==> src/rtl/wisc_pkg.sv <==
// Shared WISC-SP13 definitions: datapath width defaults, opcode encodings, control bundle.
// Used by id_ex_stage and fwd_mux (behaviour selectable with ID_EX_FWD_EN).
package wisc_pkg;

  localparam int DATA_W_DEF = 16;
  localparam int RIDX_W_DEF = 3;
  localparam int OP_W_DEF   = 5;
  localparam int IMM_W_DEF  = 8;

  localparam logic [OP_W_DEF-1:0] OP_HALT  = 5'b00000;
  localparam logic [OP_W_DEF-1:0] OP_NOP   = 5'b00001;
  localparam logic [OP_W_DEF-1:0] OP_ADDI  = 5'b01000;
  localparam logic [OP_W_DEF-1:0] OP_SUBI  = 5'b01001;
  localparam logic [OP_W_DEF-1:0] OP_ST    = 5'b10000;
  localparam logic [OP_W_DEF-1:0] OP_LD    = 5'b10001;
  localparam logic [OP_W_DEF-1:0] OP_ALU_R = 5'b11011;

  // Control bits that travel with the instruction into EX/MEM
  typedef struct packed {
    logic reg_wr;
    logic mem_rd;
    logic mem_wr;
  } ctrl_t;

endpackage

==> src/rtl/id_ex_stage_fwd_mux.sv <==
// Operand selector for one ALU source: EX/MEM result, then MEM/WB value, then latched value.
// With ID_EX_FWD_EN undefined the latched value passes straight through.
module fwd_mux
  import wisc_pkg::*;
#(
  parameter int DATA_W = DATA_W_DEF,
  parameter int RIDX_W = RIDX_W_DEF
) (
  input  logic [RIDX_W-1:0] i_idx,
  input  logic              i_used,
  input  logic [DATA_W-1:0] i_latched,
  input  logic              i_exm_reg_wr,
  input  logic              i_exm_mem_rd,
  input  logic [RIDX_W-1:0] i_exm_rd_idx,
  input  logic [DATA_W-1:0] i_exm_res,
  input  logic              i_wb_reg_wr,
  input  logic [RIDX_W-1:0] i_wb_rd_idx,
  input  logic [DATA_W-1:0] i_wb_data,
  output logic [DATA_W-1:0] o_operand
);

`ifdef ID_EX_FWD_EN
  logic w_exm_hit;
  logic w_wb_hit;

  // A load in EX/MEM has no data yet; the load-use bubble guarantees it is never needed here
  assign w_exm_hit = i_used && i_exm_reg_wr && !i_exm_mem_rd && (i_idx == i_exm_rd_idx);
  assign w_wb_hit  = i_used && i_wb_reg_wr && (i_idx == i_wb_rd_idx);

  always_comb begin
    o_operand = i_latched;
    if (w_exm_hit) begin
      o_operand = i_exm_res;
    end else if (w_wb_hit) begin
      o_operand = i_wb_data;
    end
  end
`else
  logic w_unused_fwd;

  assign w_unused_fwd = ^{i_idx, i_used, i_exm_reg_wr, i_exm_mem_rd, i_exm_rd_idx,
                          i_exm_res, i_wb_reg_wr, i_wb_rd_idx, i_wb_data};
  assign o_operand    = i_latched;
`endif

endmodule

==> src/rtl/id_ex_stage.sv <==
// ID/EX pipeline register with bubble insertion, load-use detection and operand forwarding.
// ID_EX_FWD_EN selects forwarding; without it every RAW dependence stalls until writeback.
module id_ex_stage
  import wisc_pkg::*;
#(
  parameter int DATA_W = DATA_W_DEF,
  parameter int RIDX_W = RIDX_W_DEF,
  parameter int OP_W   = OP_W_DEF,
  parameter int IMM_W  = IMM_W_DEF
) (
  input  logic              clk,
  input  logic              rst,
  input  logic              i_stall,
  input  logic              i_flush,
  input  logic              i_id_valid,
  input  logic [OP_W-1:0]   i_id_opcode,
  input  logic [1:0]        i_id_funct,
  input  logic [RIDX_W-1:0] i_id_rs_idx,
  input  logic [RIDX_W-1:0] i_id_rt_idx,
  input  logic [RIDX_W-1:0] i_id_rd_idx,
  input  logic              i_id_rs_used,
  input  logic              i_id_rt_used,
  input  logic [DATA_W-1:0] i_id_rs_data,
  input  logic [DATA_W-1:0] i_id_rt_data,
  input  logic [DATA_W-1:0] i_id_pc,
  input  logic [IMM_W-1:0]  i_id_imm,
  input  logic              i_id_reg_wr,
  input  logic              i_id_mem_rd,
  input  logic              i_id_mem_wr,
  input  logic              i_exm_reg_wr,
  input  logic [RIDX_W-1:0] i_exm_rd_idx,
  input  logic [DATA_W-1:0] i_exm_res,
  input  logic              i_exm_mem_rd,
  input  logic              i_wb_reg_wr,
  input  logic [RIDX_W-1:0] i_wb_rd_idx,
  input  logic [DATA_W-1:0] i_wb_data,
  output logic              o_hazard_stall,
  output logic              o_ex_valid,
  output logic [OP_W-1:0]   o_ex_opcode,
  output logic [1:0]        o_ex_funct,
  output logic [DATA_W-1:0] o_ex_pc,
  output logic [IMM_W-1:0]  o_ex_imm,
  output logic [DATA_W-1:0] o_ex_rs,
  output logic [DATA_W-1:0] o_ex_rt,
  output logic [RIDX_W-1:0] o_ex_rd_idx,
  output logic              o_ex_reg_wr,
  output logic              o_ex_mem_rd,
  output logic              o_ex_mem_wr
);

  logic              r_valid;
  logic [OP_W-1:0]   r_opcode;
  logic [1:0]        r_funct;
  logic [DATA_W-1:0] r_pc;
  logic [IMM_W-1:0]  r_imm;
  logic [RIDX_W-1:0] r_rs_idx;
  logic [RIDX_W-1:0] r_rt_idx;
  logic [RIDX_W-1:0] r_rd_idx;
  logic              r_rs_used;
  logic              r_rt_used;
  logic [DATA_W-1:0] r_rs_data;
  logic [DATA_W-1:0] r_rt_data;
  ctrl_t             r_ctrl;

  logic              w_rs_ex;
  logic              w_rt_ex;
  logic              w_load_use;
  logic              w_raw;
  logic              w_bubble;
  logic [DATA_W-1:0] w_rs_wt;
  logic [DATA_W-1:0] w_rt_wt;

  assign w_rs_ex    = i_id_rs_used && (i_id_rs_idx == r_rd_idx);
  assign w_rt_ex    = i_id_rt_used && (i_id_rt_idx == r_rd_idx);
  assign w_load_use = r_valid && r_ctrl.mem_rd && (w_rs_ex || w_rt_ex);

`ifdef ID_EX_FWD_EN
  assign w_raw = w_load_use;
`else
  logic w_exm_dep;
  logic w_wb_dep;

  assign w_exm_dep = i_exm_reg_wr && ((i_id_rs_used && (i_id_rs_idx == i_exm_rd_idx)) ||
                                      (i_id_rt_used && (i_id_rt_idx == i_exm_rd_idx)));
  assign w_wb_dep  = i_wb_reg_wr && ((i_id_rs_used && (i_id_rs_idx == i_wb_rd_idx)) ||
                                     (i_id_rt_used && (i_id_rt_idx == i_wb_rd_idx)));
  assign w_raw     = w_load_use || (r_ctrl.reg_wr && (w_rs_ex || w_rt_ex)) || w_exm_dep || w_wb_dep;
`endif

  assign o_hazard_stall = w_raw && i_id_valid && !i_flush;
  assign w_bubble       = i_flush || (!i_stall && o_hazard_stall);

  // Register file writes and reads in the same cycle: take the value being written
  assign w_rs_wt = (i_wb_reg_wr && (i_wb_rd_idx == i_id_rs_idx)) ? i_wb_data : i_id_rs_data;
  assign w_rt_wt = (i_wb_reg_wr && (i_wb_rd_idx == i_id_rt_idx)) ? i_wb_data : i_id_rt_data;

  always_ff @(posedge clk or posedge rst) begin
    if (rst) begin
      r_valid   <= 1'b0;
      r_opcode  <= OP_W'(OP_NOP);
      r_funct   <= '0;
      r_pc      <= '0;
      r_imm     <= '0;
      r_rs_idx  <= '0;
      r_rt_idx  <= '0;
      r_rd_idx  <= '0;
      r_rs_used <= 1'b0;
      r_rt_used <= 1'b0;
      r_rs_data <= '0;
      r_rt_data <= '0;
      r_ctrl    <= '0;
    end else if (w_bubble) begin
      r_valid  <= 1'b0;
      r_opcode <= OP_W'(OP_NOP);
      r_ctrl   <= '0;
    end else if (!i_stall) begin
      r_valid   <= i_id_valid;
      r_opcode  <= i_id_opcode;
      r_funct   <= i_id_funct;
      r_pc      <= i_id_pc;
      r_imm     <= i_id_imm;
      r_rs_idx  <= i_id_rs_idx;
      r_rt_idx  <= i_id_rt_idx;
      r_rd_idx  <= i_id_rd_idx;
      r_rs_used <= i_id_rs_used;
      r_rt_used <= i_id_rt_used;
      r_rs_data <= w_rs_wt;
      r_rt_data <= w_rt_wt;
      r_ctrl    <= '{reg_wr: i_id_reg_wr, mem_rd: i_id_mem_rd, mem_wr: i_id_mem_wr};
    end
  end

  logic [RIDX_W-1:0] w_src_idx  [2];
  logic              w_src_used [2];
  logic [DATA_W-1:0] w_src_lat  [2];
  logic [DATA_W-1:0] w_src_op   [2];

  assign w_src_idx[0]  = r_rs_idx;
  assign w_src_idx[1]  = r_rt_idx;
  assign w_src_used[0] = r_rs_used;
  assign w_src_used[1] = r_rt_used;
  assign w_src_lat[0]  = r_rs_data;
  assign w_src_lat[1]  = r_rt_data;

  genvar gi;
  generate
    for (gi = 0; gi < 2; gi++) begin : g_fwd
      fwd_mux #(
        .DATA_W(DATA_W),
        .RIDX_W(RIDX_W)
      ) u_fwd (
        .i_idx        (w_src_idx[gi]),
        .i_used       (w_src_used[gi]),
        .i_latched    (w_src_lat[gi]),
        .i_exm_reg_wr (i_exm_reg_wr),
        .i_exm_mem_rd (i_exm_mem_rd),
        .i_exm_rd_idx (i_exm_rd_idx),
        .i_exm_res    (i_exm_res),
        .i_wb_reg_wr  (i_wb_reg_wr),
        .i_wb_rd_idx  (i_wb_rd_idx),
        .i_wb_data    (i_wb_data),
        .o_operand    (w_src_op[gi])
      );
    end
  endgenerate

  assign o_ex_valid  = r_valid;
  assign o_ex_opcode = r_opcode;
  assign o_ex_funct  = r_funct;
  assign o_ex_pc     = r_pc;
  assign o_ex_imm    = r_imm;
  assign o_ex_rs     = w_src_op[0];
  assign o_ex_rt     = w_src_op[1];
  assign o_ex_rd_idx = r_rd_idx;
  assign o_ex_reg_wr = r_ctrl.reg_wr;
  assign o_ex_mem_rd = r_ctrl.mem_rd;
  assign o_ex_mem_wr = r_ctrl.mem_wr;

endmodule

==> config.mk <==
export PLATFORM = sky130hd
export DESIGN_NAME = id_ex_stage
export DESIGN_NICKNAME = d
export VERILOG_FILES = /design/src/rtl/wisc_pkg.sv /design/src/rtl/id_ex_stage_fwd_mux.sv /design/src/rtl/id_ex_stage.sv
export SDC_FILE = /design/constraint.sdc
export NUM_CORES = 1
export LEC_CHECK = 0
export BUFFER_PORTS_ARGS = -buffer_cell sky130_fd_sc_hd__clkbuf_2
export CORE_MARGIN = 3
export CORE_UTILIZATION = 40
export CTS_BUF_LIST = sky130_fd_sc_hd__clkbuf_8
export CTS_CLUSTER_DIAMETER = 120
export DETAILED_ROUTE_END_ITERATION = 8
export MAX_ROUTING_LAYER = met4
export PLACE_DENSITY = 0.75
export SLEW_MARGIN = 20
export SYNTH_ARGS = -nofsm -noshare
export SYNTH_HDL_FRONTEND = slang
export SYNTH_SLANG_ARGS = --single-unit
==> constraint.sdc <==
create_clock -name clk -period 4.31 [get_ports clk]
set_input_delay 0 -clock clk [delete_from_list [all_inputs] [get_ports clk]]
set_output_delay 0 -clock clk [all_outputs]
set_load 0.05 [all_outputs]
# Word level (Yosys, flattened, before mapping)
# Cells that the tools add are included.
word_totals:
  regBits: 70
  latchBits: 0
  ramBits: 0
  romBits: 0
  in_bits: 123
  out_inout_bits: 71
  elab_cells: 56
  memories: 0
op_classes:
  addsub: 0
  multipliers: 0
  div: 0
  order_cmp: 0
  eq_ne: 9
  shifts: 0
  n_mux: 8
  bitwise: 2
  reduce_logical: 26
ops:
  columns: ["operator", "n"]
  rows:
  - ["2-to-1 mux 16 bit", 2]
  - ["== test 3 bit", 8]
  - ["logical AND 1 bit", 16]
  - ["2-to-1 mux 5 bit", 2]
  - ["logical OR 1 bit", 7]
  - ["2-to-1 mux 3 bit", 2]
  - ["zero test 1 bit", 2]
  - ["2-to-1 mux 1 bit", 2]
  - ["!= test 2 x 1 -> 1 bit, second input constant", 1]
  - ["NOT 1 bit", 2]
  - ["AND reduction 2 bit", 1]

# Logic depth before layout (Yosys ltp)
# Gate-level depths: netlist of run 1.
logic_depth:
  word_depth: 13
  depth_mapped: 7

# By module
# From an unflattened synthesis of run 1, not the netlist that was laid out.
unflattened:
  cells_unflattened: 276
  hier_area_um2: 3809.9
modules_own_cells:
  columns: ["mod", "n_inst", "cells_per_inst", "area_each_um2"]
  rows:
  - ["id_ex_stage", 1, 244, 3569.7]
  - ["fwd_mux", 2, 16, 120.1]

# Worst setup path before layout of run 1
# Ideal clock, no wire load.
synth_path:
  path_type: "register -> output"
  start: "register r_rd_idx[2] (netlist: o_ex_rd_idx[2])"
  end: "output o_hazard_stall"
  t_arrival_ns: 2.256
  path_slack_ns: 2.054
  path_stages_with_launch: 6
  n_path_buf: 0
  cell_sequence: "dfrtp_1 > xnor2_1 > nand4_1 > a21oi_1 > nor3_1 > nor3_1"
synth_via:
  elab_chain_cells: 9
  word_cells_on_any_way: 12
  cone_classes: "eq/ne (2); reduce/logical (10)"
synth_rtl:
  columns: ["item", "line", "text"]
  rows:
  - ["from (decl)", "id_ex_stage.sv:58", "logic [RIDX_W-1:0] r_rd_idx;"]
  - ["from (signal assigned)", "id_ex_stage.sv:124", "r_rd_idx <= i_id_rd_idx;"]
  - ["== test 3 bit, on equally long branches", "id_ex_stage.sv:73, id_ex_stage.sv:74", null]
  - ["logical AND 1 bit, on equally long branches", "id_ex_stage.sv:73, id_ex_stage.sv:74", null]
  - ["logical OR 1 bit *", "id_ex_stage.sv:75, id_ex_stage.sv:87", null]
  - ["logical AND 1 bit, on equally long branches", "id_ex_stage.sv:75, id_ex_stage.sv:87", null]
  - ["logical OR 1 bit * (3 in series)", "id_ex_stage.sv:87", "assign w_raw = w_load_use || (r_ctrl.reg_wr && (w_rs_ex || w_rt_ex)) || w_exm_dep || w_wb_dep;"]
  - ["logical AND 1 bit * (2 in series)", "id_ex_stage.sv:90", "assign o_hazard_stall = w_raw && i_id_valid && !i_flush;"]
  - ["to (decl)", "id_ex_stage.sv:37", "output logic o_hazard_stall,"]
# Every way passes the cells marked *; elsewhere a longest branch is shown, timed or not.

# Final worst setup path of run 1
layout_path:
  start: "register r_rd_idx[0] (netlist: o_ex_rd_idx[0])"
  end: "register r_rt_data[6]"
layout_via:
  elab_chain_cells: 13
  word_cells_on_any_way: 16
  cone_classes: "eq/ne (2); bitwise (1); reduce/logical (13)"
layout_rtl:
  columns: ["item", "line", "text"]
  rows:
  - ["== test 3 bit, on equally long branches", "id_ex_stage.sv:73, id_ex_stage.sv:74", null]
  - ["logical AND 1 bit, on equally long branches", "id_ex_stage.sv:73, id_ex_stage.sv:74", null]
  - ["logical OR 1 bit *", "id_ex_stage.sv:75, id_ex_stage.sv:87", null]
  - ["logical AND 1 bit, on equally long branches", "id_ex_stage.sv:75, id_ex_stage.sv:87", null]
  - ["logical OR 1 bit * (3 in series)", "id_ex_stage.sv:87", null]
  - ["logical AND 1 bit * (2 in series)", "id_ex_stage.sv:90", null]
  - ["logical AND 1 bit *", "id_ex_stage.sv:91", "assign w_bubble = i_flush || (!i_stall && o_hazard_stall);"]
  - ["logical OR 1 bit *", "id_ex_stage.sv:91", null]
  - ["NOT 1 bit (no line) *", null, null]
  - ["AND reduction 2 bit (no line) *", null, null]
  - ["to (signal assigned)", "id_ex_stage.sv:128", "r_rt_data <= w_rt_wt;"]
  - ["to (decl)", "id_ex_stage.sv:62", "logic [DATA_W-1:0] r_rt_data;"]
# Marks and branches as above.
# A chain may end at the register's enable or synchronous reset.

==> metrics.yaml, run 1 <==
synth_mux_area_frac: 0.321
netlist.area_leader.share: 0.529
chipHeight_um: 96.4
drt-total-wl_um: 8420
hpwl_um: 5740
synth_seq_area_share: 0.537
std_cell_rows: 32
cts_buffer_depth: 2
critPathRequiredTime_ns: 4.52
grt_usage: 0.178
cts_root_buf: "clkbuf_8"
io_pins: 194
synth-seq-cells: 70
grt_pass1_vias: 2800
synth_adder_area_share: 0
wl_per_cell_um: 15.1
finalCoreUtilization: 0.622
cp-startpoint: "o_ex_rd_idx[0]"
synth_compound_area_frac: 0.0414
ys_warn_count: 0
ys_types: 24
fp.dieW_um: 96.4
grt_setup_unrepaired: "no"
antenna_found_initial: 0
reg2reg_from: "o_ex_rd_idx[0]"
synth.avg_cell_area_um2: 14.4
synth_simple_gate_area_share: 0.0295
powerDensity_nw_per_um2: 450
post_cts_buffers: 0
max-cap-violations: 0
layout.nets: 573
synth_top_family_by_area: "multiplexers"
worst_hold_path_type: "in2reg"
io_buffers: 176
h-tree-depth: 3
antenna_cells: 0
start_util: 0.418
first_iter_violations: 26
skew_ns: 0.0135
place_congestion: 0.790
cts_sinks: 70
start_kind: "flip-flop"
yosysTopAreaCell: "dfrtp_1"
finalSetupViolCount: 0
leakagePower_nw: 2.35
period_share: 0.507
dr.pass1.iters: 4
grt_max_degree: 71
setup_tns_ns: 0
fillers: 607
slew_viol_final: 0
die_area_um2: 9290
syn_area_um2: 3270
tightestPinTransition_ns: 0.859
timing.fmax_mhz: 458
cts_tree: "yes"
syn-num-nets: 350
maxSlewHeadroom: 0.427
syn_inst: 227
yosys-top-cells-area: "dfrtp_1 53%, mux2_2 31%, xnor2_1 4.8%"
critPathMaxFanout: 37
drive_gt1_frac: 0.642
synth_xor_area_frac: 0.0483
core-area_um2: 7810
remaining_drc_errors: 0
worst-setup-path-type: "reg2reg"
irDropWorstVdd_v: 0.000270
crit_arrival_ns: 2.40
vias: 2697
period_minus_slack_ns: 2.18
status: "completed"
post_cts_resized: 0
holdWs_ns: 0.0176
antenna_left: 0
clock_latency_ns: 0.34
crit_path_end_kind: "flip-flop"
cts_made_buffers: 9
avgViaCountPerCell: 4.84
area_delta_synth_final_pct: 48.7
hold_viol: 0
clk_pin_slew_ns: 0.09
grt-ovfl-total: 0
grt_pass1_wl_um: 12300
worstHoldStart: "i_id_rs_data[11]"
==> routing by layer <==
layer,wire [µm],global-route usage,part of all wire
met5,0,-,0
met4,229,0.0853,0.027
met2,4490,0.318,0.53
met1,3180,0.189,0.38
met3,511,0.0341,0.061
==> report_power, final <==
part	internal [mW]	switching [mW]
Clock	0.220	0.275
Combinational	0.269	0.586
Sequential	0.772	0.0624
==> synthesized netlist by cell type, drive strengths merged <==
library cell,instances
a22o,7
nor2b,2
or4,1
nor3,2
o22ai,1
nand2b,1
nand2,1
clkbuf,2
xnor2,18
dfstp,1
buf,8
a21oi,5
dfrtp,69
mux2,93
a211oi,2
a2111oi,1
nand4,6
or2,1
inv,6
==> cell families after synthesis <==
kind of cell,count (synthesis)
buf+inv,16
xor+xnor,18
simple gates,14
compound gates,16
flops,70
mux,93
==> path summary, 6_finish.rpt <==
check	endpoint	slack, ns	cells past startpoint
worst max-delay path	r_rt_data[6]	2.13	6
worst min-delay path	r_rs_data[11]	0.02	3
worst max register to register	r_rt_data[6]	2.13	6
worst min register to register	o_ex_mem_wr	0.51	1
max in group asynchronous	o_ex_opcode[4]	3.27	4
min in group asynchronous	o_ex_pc[5]	0.46	4
==> through the flow <==
step / std cells / setup WS (ns) / area (µm²) / power [mW]
2_1_floorplan: 227 / 2.05 / 3270 / 1.45
3_3_place_gp: 498 / 1.91 / 4240 / 1.66
3_5_place_dp: 498 / 1.83 / 4240 / 1.67
4_1_cts: 557 / 2.11 / 4860 / 2.21
5_1_grt: 557 / 2.05 / 4860 / 2.29
6_report: 557 / 2.13 / 4860 / 2.18
==> flip-flops by register name, indices dropped and copies added, names as in the netlist <==
| register | flops |
|---|---|
| r_rt_data | 16 |
| o_ex_valid | 1 |
| r_rs_data | 16 |
| o_ex_rd_idx | 3 |
| o_ex_imm | 8 |
| o_ex_funct | 2 |
| o_ex_reg_wr | 1 |
| o_ex_pc | 16 |
| o_ex_opcode | 5 |
| o_ex_mem_wr | 1 |
| o_ex_mem_rd | 1 |
==> cell type report <==
cell class / instances / area, µm² / share of cell area
clock buffer: 9 / 124 / 0.0255
multi-input combinational: 141 / 1440 / 0.296
clock inverter: 7 / 61.3 / 0.0126
tap: 102 / 128 / 0.0263
timing repair buffer: 222 / 1330 / 0.275
sequential: 70 / 1750 / 0.361
inverter: 6 / 22.5 / 0.00464
==> cells in the final DEF, fill, tap and decap left out, drive strengths merged <==
master / count
nor2b: 2
dlygate4sd3: 43
clkinv: 1
a21oi: 5
dfstp: 1
a22o: 7
xnor2: 18
nor3: 2
nand4: 6
a2111oi: 1
a211oi: 2
or4: 1
mux2: 93
clkbuf: 185
clkinvlp: 2
inv: 10
nand2b: 1
buf: 3
dfrtp: 69
nand2: 1
or2: 1
o22ai: 1
==> critical path, stage by stage, from the launching register on <==
cell       delay, ns
dfrtp_1         0.44
xnor2_1         0.16
nand4_1         0.12
a211oi_1        0.11
a2111oi_4       0.34
buf_4           0.47
mux2_2          0.40
==> what timing repair did <==
action / 4_1_cts / 5_1_grt
endpoints found under the setup margin: 0 / 0
hold buffers: 43 / 0
endpoints found under the hold margin: 110 / 0
Power figures use the tool's default switching activity.
==> run 2: changes to the inputs <==
--- a/config.mk
+++ b/config.mk
@@ -12,7 +12,7 @@
 export CTS_CLUSTER_DIAMETER = 120
 export DETAILED_ROUTE_END_ITERATION = 8
 export MAX_ROUTING_LAYER = met4
-export PLACE_DENSITY = 0.75
+export PLACE_DENSITY = 0.78
 export SLEW_MARGIN = 20
 export SYNTH_ARGS = -nofsm -noshare
 export SYNTH_HDL_FRONTEND = slang
==> constraint.sdc (replaced) <==
create_clock -name clk -period 1.9 [get_ports clk]
set_input_delay 0 -clock clk [delete_from_list [all_inputs] [get_ports clk]]
set_output_delay 0 -clock clk [all_outputs]
set_load 0.05 [all_outputs]
==> metrics.yaml, run 2 (synthesized netlist as in run 1, its figures left out) <==
layout.nets: 574
leakagePower_nw: 2.37
skew_ns: 0.00876
maxSlewHeadroom: 0.632
multi_input_area_um2: 1450
dpl_cell_area_um2: 4330
cts_tree: "yes"
area_delta_synth_final_pct: 50.4
tightestPinTransition_ns: 0.551
grt_pass1_vias: 2993
crit_path_end_kind: "flip-flop"
finalSetupViolCount: 28
place_congestion: 0.774
violations: "setup timing"
grt_max_degree: 60
period_minus_slack_ns: 1.93
critPathRequiredTime_ns: 2.12
remaining_drc_errors: 0
grt-ovfl-total: 0
fillers: 623
period_share: 1.01
antenna_left: 0
place_inst: 502
fp.dieW_um: 96.4
die_area_um2: 9290
max-cap-violations: 0
antenna_cells: 0
hpwl_um: 6340
vias: 2742
avgViaCountPerCell: 4.91
core-area_um2: 7810
finalCoreUtilization: 0.629
drt-total-wl_um: 9170
slew_viol_final: 0
post_cts_buffers: 0
irDropWorstVdd_v: 0.000624
start_kind: "flip-flop"
antenna_found_initial: 0
cts_made_buffers: 9
wl_per_cell_um: 16.4
critPathMaxFanout: 43
hold_viol: 0
dr.pass1.iters: 4
powerDensity_nw_per_um2: 1010
std_cell_rows: 32
status: "finished, violations left"
reg2reg_from: "o_ex_rd_idx[2]"
final_area_um2: 4910
layout.cells.non_filler: 558
crit_arrival_ns: 2.14
cts_buffer_depth: 2
io_buffers: 176
cts_root_buf: "clkbuf_8"
worst-setup-path-type: "reg2reg"
first_iter_violations: 58
cts_sinks: 70
clk_pin_slew_ns: 0.07
timing.fmax_mhz: 519
regToRegSetupSlack_ns: -0.03
drive_gt1_frac: 0.662
worstHoldStart: "i_id_rt_data[4]"
h-tree-depth: 3
cp-startpoint: "o_ex_rd_idx[2]"
start_util: 0.418
fin_ws_ns: -0.0280
seq_area_um2: 1760
grt_usage: 0.205
final_common_cell: "clkbuf_2"
grt_pass1_wl_um: 13900
mostFrequentLayoutCells: "175 x clkbuf_2, 91 x mux2_2, 63 x dfrtp_1"
chipHeight_um: 96.4
worst_hold_path_type: "in2reg"
grt_setup_unrepaired: "yes"
io_pins: 194
clock_latency_ns: 0.34
==> run 2: area by class of cell <==
type / count / area share
clock buffer: 11 / 0.0308
multi-input combinational: 141 / 0.294
timing repair buffer: 223 / 0.280
sequential: 70 / 0.358
tap: 102 / 0.0260
clock inverter: 5 / 0.00560
inverter: 6 / 0.00458
==> run 2: power breakdown <==
group | internal, mW | switching (mW) | leakage [nW]
combinational | 0.621 | 1.35 | 1.45
clock | 0.533 | 0.530 | 0.0939
sequential | 1.76 | 0.151 | 0.826
total | 2.91 | 2.03 | 2.37
==> run 2: final timing paths <==
kind / depth (start not counted) / to
max in group asynchronous: 4 / o_ex_rd_idx[2]
setup reg to reg: 6 / r_rs_data[6]
hold reg to reg: 1 / o_ex_pc[1]
min in group asynchronous: 3 / o_ex_pc[1]
hold / removal: 3 / r_rt_data[4]
setup / recovery: 6 / r_rs_data[6]
==> run 2: per-stage QoR <==
step / worst slack, ns / hold WS (ns) / power (mW) / TNS, ns
finish: -0.0280 / 0.0165 / 4.94 / -0.298
global route: -0.0928 / 0.0147 / 5.17 / -3.76
CTS: -0.0317 / 0.00108 / 4.98 / -0.556
detailed placement: -0.0216 / -0.0577 / 3.84 / -0.239
global placement: 0.00402 / -0.0618 / 3.79 / 0
floorplan: -0.0217 / 0.0595 / 3.30 / -0.677
==> run 2: per-layer routing <==
layer | up-vias | routed length [µm] | share of wire | global-route usage
li1 | 1271 | - | - | -
met1 | 1332 | 3280 | 0.36 | 0.211
met2 | 110 | 5080 | 0.55 | 0.375
met3 | 29 | 463 | 0.050 | 0.0387
met4 | 0 | 349 | 0.038 | 0.0958
met5 | - | 0 | 0 | -
==> run 2: timing repair <==
action,4_1_cts,5_1_grt
hold endpoints to repair,108,0
gates resized for setup,1,0
pin swaps,1,0
hold buffers,40,0
setup endpoints to repair,30,68
==> run 2: worst max-delay path, stage by stage, from the launching register on <==
cell       delay (ns)
dfrtp_2          0.45
xnor2_1          0.14
nand4_1          0.12
a211oi_2         0.10
a2111oi_4        0.31
buf_12           0.30
mux2_2           0.37
==> run 3: changes to the inputs <==
--- a/config.mk
+++ b/config.mk
@@ -12,7 +12,7 @@
 export CTS_CLUSTER_DIAMETER = 120
 export DETAILED_ROUTE_END_ITERATION = 8
 export MAX_ROUTING_LAYER = met4
-export PLACE_DENSITY = 0.78
+export PLACE_DENSITY = 0.75
 export SLEW_MARGIN = 20
 export SYNTH_ARGS = -nofsm -noshare
 export SYNTH_HDL_FRONTEND = slang
==> constraint.sdc (replaced) <==
create_clock -name clk -period 2.25 [get_ports clk]
set_input_delay 0 -clock clk [delete_from_list [all_inputs] [get_ports clk]]
set_output_delay 0 -clock clk [all_outputs]
set_load 0.05 [all_outputs]
==> metrics.yaml, run 3 (synthesized netlist as in run 1, its figures left out) <==
status: "completed"
cts_tree: "yes"
die_area_um2: 9290
avgViaCountPerCell: 4.82
start_kind: "flip-flop"
powerDensity_nw_per_um2: 892
h-tree-depth: 3
io_buffers: 176
crit_arrival_ns: 2.35
post_cts_resized: 0
leakagePower_nw: 2.39
cts_made_buffers: 9
place_congestion: 0.745
chipHeight_um: 96.4
power_frac_seq: 0.365
irDropWorstVdd_v: 0.000533
cts_sinks: 70
grt_usage: 0.184
dr.pass1.iters: 4
area_delta_synth_final_pct: 51.1
grt_setup_unrepaired: "no"
fp.dieW_um: 96.4
first_iter_violations: 31
antenna_cells: 0
worst-setup-path-type: "reg2reg"
vias: 2685
core-area_um2: 7810
pwr-share-comb: 0.375
timing.fmax_mhz: 481
std_cell_rows: 32
grt_max_degree: 45
clock_latency_ns: 0.34
period_minus_slack_ns: 2.08
hpwl_um: 6170
layout.cells.non_filler: 557
mostFrequentLayoutCells: "176 x clkbuf_2, 91 x mux2_2, 69 x dfrtp_1"
tightestPinTransition_ns: 0.594
drive_gt1_frac: 0.651
clk_pin_slew_ns: 0.08
setup_tns_ns: 0
power.switching_mw: 1.76
critPathRequiredTime_ns: 2.52
critPathMaxFanout: 4
finalSetupViolCount: 0
maxSlewHeadroom: 0.603
post_cts_buffers: 0
period_share: 0.924
start_util: 0.418
cts_root_buf: "clkbuf_8"
hold_viol: 0
grt-ovfl-total: 0
io_pins: 194
skew_ns: 0.00850
power_switching_share: 0.400
drt-total-wl_um: 8550
wl_per_cell_um: 15.3
grt_pass1_wl_um: 12800
antenna_found_initial: 0
max-cap-violations: 0
fillers: 615
antenna_left: 0
place_inst: 501
final_common_cell: "clkbuf_2"
layout.nets: 573
grt_pass1_vias: 2772
worst_hold_path_type: "in2reg"
slew_viol_final: 0
clock_power_share: 0.261
remaining_drc_errors: 0
power.internal_mw: 2.64
crit_path_end_kind: "flip-flop"
cts_buffer_depth: 2
## run 3: path summary, 6_finish.rpt
check                                start             end  slack (ns)  cells after the start
hold reg to reg                 o_ex_pc[1]      o_ex_pc[1]        0.49                      1
max in group asynchronous              rst  o_ex_opcode[0]        1.27                      4
min in group asynchronous              rst      o_ex_pc[9]        0.28                      3
hold / removal             i_id_rt_data[7]    r_rt_data[7]        0.02                      3
setup / recovery            o_ex_rd_idx[1]      o_ex_valid        0.17                      6
setup reg to reg            o_ex_rd_idx[1]      o_ex_valid        0.17                      6
## run 3: critical path, cell delays in order, from the launching register on
cell and delay [ns]:
dfrtp_1 0.44, xnor2_1 0.15, nand4_1 0.11, a21oi_1 0.09, or4_1 0.51, a21oi_1 0.15, dlygate4sd3_1 0.55
## run 3: metrics by stage
step | util | hold slack, ns | area, µm² | power [mW] | setup WS (ns)
after floorplan | - | 0.0631 | 3270 | 2.78 | 0.0372
after detailed placement | 0.552 | 0.0867 | 4310 | 3.23 | 0.132
after global routing | 0.632 | 0.0122 | 4940 | 4.60 | 0.0723
after CTS | 0.632 | 0.00277 | 4940 | 4.45 | 0.108
after global placement | 0.552 | 0.0760 | 4310 | 3.19 | 0.156
final | 0.632 | 0.0239 | 4940 | 4.41 | 0.172
## run 3: timing repair
item | in CTS | in global routing
endpoints found under the setup margin | 0 | 3
hold endpoints to repair | 64 | 0
hold buffers | 40 | 0
## run 3: layer usage
layer,share of wire,wire (µm),global-route usage,up-vias
met1,0.39,3380,0.213,1281
li1,-,-,-,1277
met4,0.023,193,0.0806,0
met2,0.52,4430,0.316,111
met3,0.064,546,0.0318,16
met5,0,0,-,-
## run 3: layout make-up
| cell class | count | area, µm² | share of cell area |
|---|---|---|---|
| clock buffer | 9 | 124 | 0.0251 |
| clock inverter | 7 | 105 | 0.0213 |
| inverter | 6 | 22.5 | 0.00456 |
| multi-input combinational | 141 | 1440 | 0.292 |
| sequential | 70 | 1750 | 0.355 |
| tap | 102 | 128 | 0.0258 |
| timing repair buffer | 222 | 1360 | 0.276 |
## run 3: power by group through the flow
stage	combinational (mW)	clock (mW)	sequential (mW)
after detailed placement	1.60	0	1.63
after global routing	1.74	1.23	1.64
after floorplan	0.374	0	2.41
after CTS	1.66	1.19	1.61
after global placement	1.58	0	1.61
final	1.65	1.15	1.61
